<file path="config.mk">
export PLATFORM = sky130hd
export DESIGN_NAME = hv_owt_tx_arb
export DESIGN_NICKNAME = d
export VERILOG_FILES = /design/src/rtl/hv_owt_arb_pkg.sv /design/src/rtl/hv_owt_rr_sel.sv /design/src/rtl/hv_owt_tx_arb.sv
export SDC_FILE = /design/constraint.sdc
export NUM_CORES = 1
export LEC_CHECK = 0
export ABC_AREA = 1
export CORE_UTILIZATION = 35
export DETAILED_ROUTE_END_ITERATION = 12
export PLACE_DENSITY = 0.67
export SETUP_SLACK_MARGIN = 0.3
export SYNTH_ARGS = -nofsm -noshare
export SYNTH_HDL_FRONTEND = slang
export SYNTH_HIERARCHICAL = 1
export SYNTH_SLANG_ARGS = --single-unit
</file>
<file path="constraint.sdc">
create_clock -name i_clk -period 2.62 [get_ports i_clk]
set_input_delay 0.524 -clock i_clk [delete_from_list [all_inputs] [get_ports i_clk]]
set_output_delay 0.524 -clock i_clk [all_outputs]
set_load 0.01 [all_outputs]
</file>
<file path="src/rtl/hv_owt_arb_pkg.sv">
// Shared types and width helpers for the HV one-wire transmit arbiter.
package hv_owt_arb_pkg;

    typedef enum logic [2:0] {
        ST_IDLE,
        ST_LAUNCH,
        ST_WAIT_BUSY,
        ST_WAIT_DONE,
        ST_GAP
    } owt_arb_st_e;

    // Holds GAP_CYC-1 for the largest allowed gap (255 cycles).
    localparam int GAP_CNT_W = 8;

    function automatic int tmo_cnt_w(input int start_tmo, input int frame_tmo);
        return $clog2(((start_tmo > frame_tmo) ? start_tmo : frame_tmo) + 1);
    endfunction

    function automatic int rr_ptr_w(input int num_req);
        return (num_req > 2) ? $clog2(num_req) : 1;
    endfunction

endpackage

</file>
<file path="src/rtl/hv_owt_rr_sel.sv">
// Combinational round-robin picker over the non-urgent requesters 1..NUM_REQ-1.
module hv_owt_rr_sel #(
    parameter int NUM_REQ = 4,
    parameter int PTR_W   = 2
) (
    input  logic [NUM_REQ-1:1] req,
    input  logic [PTR_W-1:0]   ptr,
    output logic [NUM_REQ-1:0] gnt,
    output logic [PTR_W-1:0]   idx,
    output logic               vld
);

    // Search starts just after the last granted index and wraps from NUM_REQ-1 back to 1.
    always_comb begin
        int cand;
        cand = 0;
        gnt  = '0;
        idx  = '0;
        vld  = 1'b0;
        for (int off = 1; off < NUM_REQ; off++) begin
            cand = int'(ptr) + off;
            if (cand > NUM_REQ - 1) begin
                cand = cand - (NUM_REQ - 1);
            end
            if (!vld && req[PTR_W'(cand)]) begin
                vld                = 1'b1;
                gnt[PTR_W'(cand)]  = 1'b1;
                idx                = PTR_W'(cand);
            end
        end
    end

endmodule

</file>
<file path="src/rtl/hv_owt_tx_arb.sv">
// HV one-wire transmit arbiter: grants one client frame at a time, launches it,
// tracks completion via the controller busy flag and enforces gap and timeouts.
module hv_owt_tx_arb
    import hv_owt_arb_pkg::*;
#(
    parameter int NUM_REQ   = 4,
    parameter int AW        = 7,
    parameter int DW        = 16,
    parameter int GAP_CYC   = 24,
    parameter int START_TMO = 8,
    parameter int FRAME_TMO = 4095
) (
    input  logic                  i_clk,
    input  logic                  i_rst,
    input  logic                  i_arb_en,
    input  logic [NUM_REQ-1:0]    i_req_vld,
    input  logic [NUM_REQ-1:0]    i_req_wr,
    input  logic [NUM_REQ*AW-1:0] i_req_addr,
    input  logic [NUM_REQ*DW-1:0] i_req_data,
    output logic [NUM_REQ-1:0]    o_req_ack,
    output logic [NUM_REQ-1:0]    o_req_done,
    output logic                  o_req_err,
    output logic                  o_owt_tx_wr_cmd_vld,
    output logic                  o_owt_tx_rd_cmd_vld,
    output logic [AW-1:0]         o_owt_tx_addr,
    output logic [DW-1:0]         o_owt_tx_data,
    input  logic                  i_owt_tx_busy,
    output logic                  o_tmo_err,
    output logic                  o_arb_busy
);

    localparam int CNT_W = tmo_cnt_w(START_TMO, FRAME_TMO);
    localparam int PTR_W = rr_ptr_w(NUM_REQ);

    owt_arb_st_e            state_q, state_d;
    logic [CNT_W-1:0]       tmo_cnt_q;
    logic [GAP_CNT_W-1:0]   gap_cnt_q;
    logic [PTR_W-1:0]       rr_ptr_q, owner_q, rr_idx, win_idx;
    logic [NUM_REQ-1:0]     rr_gnt, win_gnt;
    logic                   rr_vld, grant, done_fire, done_err;
    logic                   lat_wr_q, tmo_err_q;
    logic [AW-1:0]          addr_q;
    logic [DW-1:0]          data_q;

    hv_owt_rr_sel #(
        .NUM_REQ (NUM_REQ),
        .PTR_W   (PTR_W)
    ) u_rr_sel (
        .req (i_req_vld[NUM_REQ-1:1]),
        .ptr (rr_ptr_q),
        .gnt (rr_gnt),
        .idx (rr_idx),
        .vld (rr_vld)
    );

    // Requester 0 overrides the round-robin choice without disturbing its pointer.
    always_comb begin
        win_gnt = rr_gnt;
        win_idx = rr_idx;
        if (i_req_vld[0]) begin
            win_gnt = NUM_REQ'(1);
            win_idx = '0;
        end
    end

    always_comb begin
        state_d   = state_q;
        grant     = 1'b0;
        done_fire = 1'b0;
        done_err  = 1'b0;
        case (state_q)
            ST_IDLE: begin
                if (i_arb_en && (i_req_vld[0] || rr_vld)) begin
                    grant   = 1'b1;
                    state_d = ST_LAUNCH;
                end
            end
            ST_LAUNCH: state_d = ST_WAIT_BUSY;
            ST_WAIT_BUSY: begin
                if (i_owt_tx_busy) begin
                    state_d = ST_WAIT_DONE;
                end else if (tmo_cnt_q == CNT_W'(START_TMO)) begin
                    done_fire = 1'b1;
                    done_err  = 1'b1;
                    state_d   = ST_GAP;
                end
            end
            ST_WAIT_DONE: begin
                if (!i_owt_tx_busy) begin
                    done_fire = 1'b1;
                    state_d   = ST_GAP;
                end else if (tmo_cnt_q == CNT_W'(FRAME_TMO)) begin
                    done_fire = 1'b1;
                    done_err  = 1'b1;
                    state_d   = ST_GAP;
                end
            end
            ST_GAP: begin
                if (gap_cnt_q == '0) begin
                    state_d = ST_IDLE;
                end
            end
            default: state_d = ST_IDLE;
        endcase
        // An aborted frame must not report completion, and nothing is acked that won't latch.
        if (i_rst) begin
            grant     = 1'b0;
            done_fire = 1'b0;
            done_err  = 1'b0;
        end
    end

    always_ff @(posedge i_clk) begin
        if (i_rst) begin
            state_q   <= ST_IDLE;
            tmo_cnt_q <= '0;
            gap_cnt_q <= '0;
            rr_ptr_q  <= PTR_W'(NUM_REQ - 1);
            owner_q   <= '0;
            lat_wr_q  <= 1'b0;
            addr_q    <= '0;
            data_q    <= '0;
            tmo_err_q <= 1'b0;
        end else begin
            state_q <= state_d;
            if (state_d != state_q) begin
                tmo_cnt_q <= '0;
            end else if (tmo_cnt_q != '1) begin
                tmo_cnt_q <= tmo_cnt_q + 1'b1;
            end
            if (done_fire) begin
                gap_cnt_q <= GAP_CNT_W'(GAP_CYC - 1);
            end else if (state_q == ST_GAP && gap_cnt_q != '0) begin
                gap_cnt_q <= gap_cnt_q - 1'b1;
            end
            if (grant) begin
                owner_q  <= win_idx;
                lat_wr_q <= i_req_wr[win_idx];
                addr_q   <= i_req_addr[win_idx*AW +: AW];
                data_q   <= i_req_data[win_idx*DW +: DW];
                if (!i_req_vld[0]) begin
                    rr_ptr_q <= rr_idx;
                end
            end
            if (done_fire && done_err) begin
                tmo_err_q <= 1'b1;
            end
        end
    end

    assign o_req_ack           = grant ? win_gnt : '0;
    assign o_req_done          = done_fire ? (NUM_REQ'(1) << owner_q) : '0;
    assign o_req_err           = done_err;
    assign o_owt_tx_wr_cmd_vld = (state_q == ST_LAUNCH) && lat_wr_q;
    assign o_owt_tx_rd_cmd_vld = (state_q == ST_LAUNCH) && !lat_wr_q;
    assign o_owt_tx_addr       = addr_q;
    assign o_owt_tx_data       = data_q;
    assign o_tmo_err           = tmo_err_q;
    assign o_arb_busy          = (state_q != ST_IDLE);

endmodule

</file>
==> run metrics <==
yosys warns=6; crit end category=register; EDFF count, synth=0; dpl cells=around 810; max-cap viol count=0; Netlist Area Pre-Place=around 3400 µm²; Largest stage delay, worst path=0.39 ns; startpoint type of the worst setup path=register; area grow syn2layout=87.30%; Hold-fix buffers, CTS=0; clock sink count=between 50 and 60; Avg Inst Size Synth=approximately 6.5 µm²; layout cells sized above 1=approximately 33%; Slew HR=approximately 76%; combinational power share=51.4%; vias in the first global route=around 4,100; WS Path Type=reg -> reg; gr usage total=approximately a quarter; part of the cycle the worst path needs=96.98%; RSZ-0062 raised after global routing=yes; crit path DAT=2.79 ns; total wire length=about 13,000 µm; initial antenna violation count=0; Synthesized Nets=around 640; ant diodes=0; Fillers=between 700 and 800; Critical Path RT=between 2 and 3 ns; CTS tree=yes; critical path's most frequent cell=buf_6; status=finished clean; CP Cell Sequence=inv_4 -> ha_4 -> inv_6 -> nand2_4 -> nand3_2 -> nand2_2 -> buf_6 -> nand2_4 -> nor2_4 -> buf_6 -> buf_6 -> nand2_4 -> nand3_4 -> nand2_8 -> clkinv_8 -> buf_6 -> buf_12 -> nor2_1 -> o22ai_1 -> inv_1 -> a21oi_2; DRC Markers=0; Avg WL per Cell=roughly 15 µm; first-pass GRT wire length=18,620 µm; Hold Path Class=reg -> reg; Netlist cell types=36; DRT antenna net count=0; Die Ht=between 100 and 150 µm; Via density=between 4 and 5; Cells after Synth=524; pin count of the biggest net entering global routing=35; register area share after synthesis=a little under a third; Clock Tree Buf Depth=2; Slew @ Worst Pin=between 0.3 and 0.4 ns; fin cells=about 850; via count=~4,300; die area=just over 10,000 µm²; area leader, netlist=dfxtp_1; worst-skew pair later-pin latency=just over 0.3 ns; # rows=35; I/O pin count=140; Starting Density=a little over a third; maximum vdd drop=~0.3 mV; share of power burned in registers=around a third; Initial DRT Pass Iterations=5; Initial DRC Count=~190; P_int=1.814 mW; core area=9328 µm²; port buffer count=about 140; CTS Buf Count=5; peak fanout along the critical path=7; H-tree depth=2; endpoints failing setup=0; skew final=between 0.01 and 0.015 ns; Pleak=~2.6 nW; FFs w/ async S/R, synth=0%; Nets=roughly 830; Detailed Place HPWL=8745 µm; final core utilization=roughly 70%; final hold violation count=0; share of total power in the clock network=16.7%; Root Driver=clkbuf_8; Final Max Slew Viols=0; pwr dens=between 400 and 500 nW/µm²; placer congestion estimate=just over 0.9; post-synth top area share=roughly 31%; die width=a little over 100 µm; minimum clock period=2.541 ns; Psw=1.036 mW; gr ovfl total=0; Sw Share=a little over a third; synth top area cells=dfxtp_1, nand2_1, o21ai_0; Fmax=393.5 MHz; hold depth=2; Slowest-stage cell, CP=dfxtp_4; Synth Register Bits=between 50 and 60; Worst-path clk slew=about 0.10 ns; r2r worst-path depth=21; Main synth FF type=dfxtp_1
[registers in the layout (all words and copies together) (netlist names)]
register / count
tmo_cnt_q: 12
o_owt_tx_addr: 7
lat_wr_q: 1
state_q: 3
owner_q: 2
o_owt_tx_data: 16
gap_cnt_q: 8
rr_ptr_q: 2
o_tmo_err: 1
[kinds of logic after synthesis]
group	synth area share [%]
and+or+nand+nor	36.01
AOI/OAI and AO/OA	18.96
buffers and inverters	9.499
DFF	30.63
xor gates and xnor gates	2.320
adders and majority gates	2.577
[cells in the mapped netlist, drive strengths merged, types with 6 or more instances]
cell type and n:
a21oi 10, a31oi 10, buf 9, clkbuf 14, dfxtp 52, ha 7, inv 54, nand2 97
nand3 44, nand4 7, nor2 98, nor3 13, o21ai 71, o21bai 6, o22ai 18, xor2 8
[through the flow]
stage               total power, mW  hold WS [ns]  TNS, ns  setup slack [ns]  area (µm²)
floorplan                     1.392        0.4623        0            0.3028        3417
global placement              1.890        0.4583   -2.729           -0.3627        5241
detailed placement            1.899        0.4627   -4.947           -0.4461        5241
CTS                           2.528        0.4782        0           0.06759        5648
global route                  2.989        0.5070  -0.3498          -0.05600        6365
finish                        2.850        0.4792        0           0.07901        6365
[cell type report]
cell class                 instances  area [µm²]  share of cell area (%)
inverter                          56       237.7                   3.735
clock inverter                     2       17.52                  0.2752
timing repair buffer             214        2202                   34.60
multi-input combinational        393        2615                   41.09
clock buffer                       6       72.57                   1.140
sequential                        52        1059                   16.63
tap                              129       161.4                   2.536
[routing by layer]
metal	wire length (µm)	global-route usage (%)	share of wire, %	vias up
met5	0	0	0	-
met4	254	7.804	2.0	0
met3	666	4.993	5.2	20
met2	6620	42.36	52	131
met1	5255	26.88	41	1973
li1	-	-	-	2128
[worst max-delay path: cells and delay by family (launching register included)]
family,cells,cell delay (ns)
buf+inv,9,0.80
simple gates,9,0.68
fa+ha+maj,1,0.32
flops,1,0.39
compound gates,2,0.30
[cells in the final DEF (no fill, tap or decap), types with 3 or more instances in the layout]
master and instances:
clkdlybuf4s50_1 126, nand2_1 75, nor2_1 63, buf_4 44
dfxtp_1 42, inv_1 41, nand3_1 33, o21ai_0 23
o21ai_1 21, nor2_4 20, o21ai_2 17, nor2_2 14
buf_6 14, nand2_2 11, o22ai_2 11, nand2_4 10
o21ai_4 10, a31oi_1 10, nand3_2 9, buf_2 9
inv_2 8, xor2_1 8, a21oi_1 8, buf_12 8
dfxtp_2 8, nor3_1 7, o22ai_1 7, nand4_1 6
o21bai_1 6, nor3_2 5, clkbuf_8 5, inv_4 4
clkbuf_16 4, dlygate4sd2_1 4, ha_1 3, ha_4 3
inv_6 3, buf_16 3
[what timing repair did]
action,CTS,global route
pin swaps,17,35
gates resized for setup,105,149
setup buffers,13,11
cloned,4,4
setup endpoints to repair,46,49
[worst paths after layout]
kind	startpoint	endpoint	slack [ns]
hold reg to reg	o_owt_tx_data[12]$_SDFFE_PP0P_	o_owt_tx_data[12]$_SDFFE_PP0P_	0.48
hold / removal	o_owt_tx_data[12]$_SDFFE_PP0P_	o_owt_tx_data[12]$_SDFFE_PP0P_	0.48
setup reg to reg	rr_ptr_q[0]$_SDFFE_PP1P_	o_owt_tx_data[2]$_SDFFE_PP0P_	0.08
setup / recovery	rr_ptr_q[0]$_SDFFE_PP1P_	o_owt_tx_data[2]$_SDFFE_PP0P_	0.08
[power by group through the flow]
stage / combinational [mW] / clock, mW / sequential, mW
final: 1.47 / 0.476 / 0.908
after global routing: 1.55 / 0.520 / 0.916
after CTS: 1.14 / 0.485 / 0.901
after detailed placement: 0.981 / 0 / 0.918
after global placement: 0.974 / 0 / 0.916
after floorplan: 0.458 / 0 / 0.933
No activity file was read; power rests on OpenSTA's default activity.
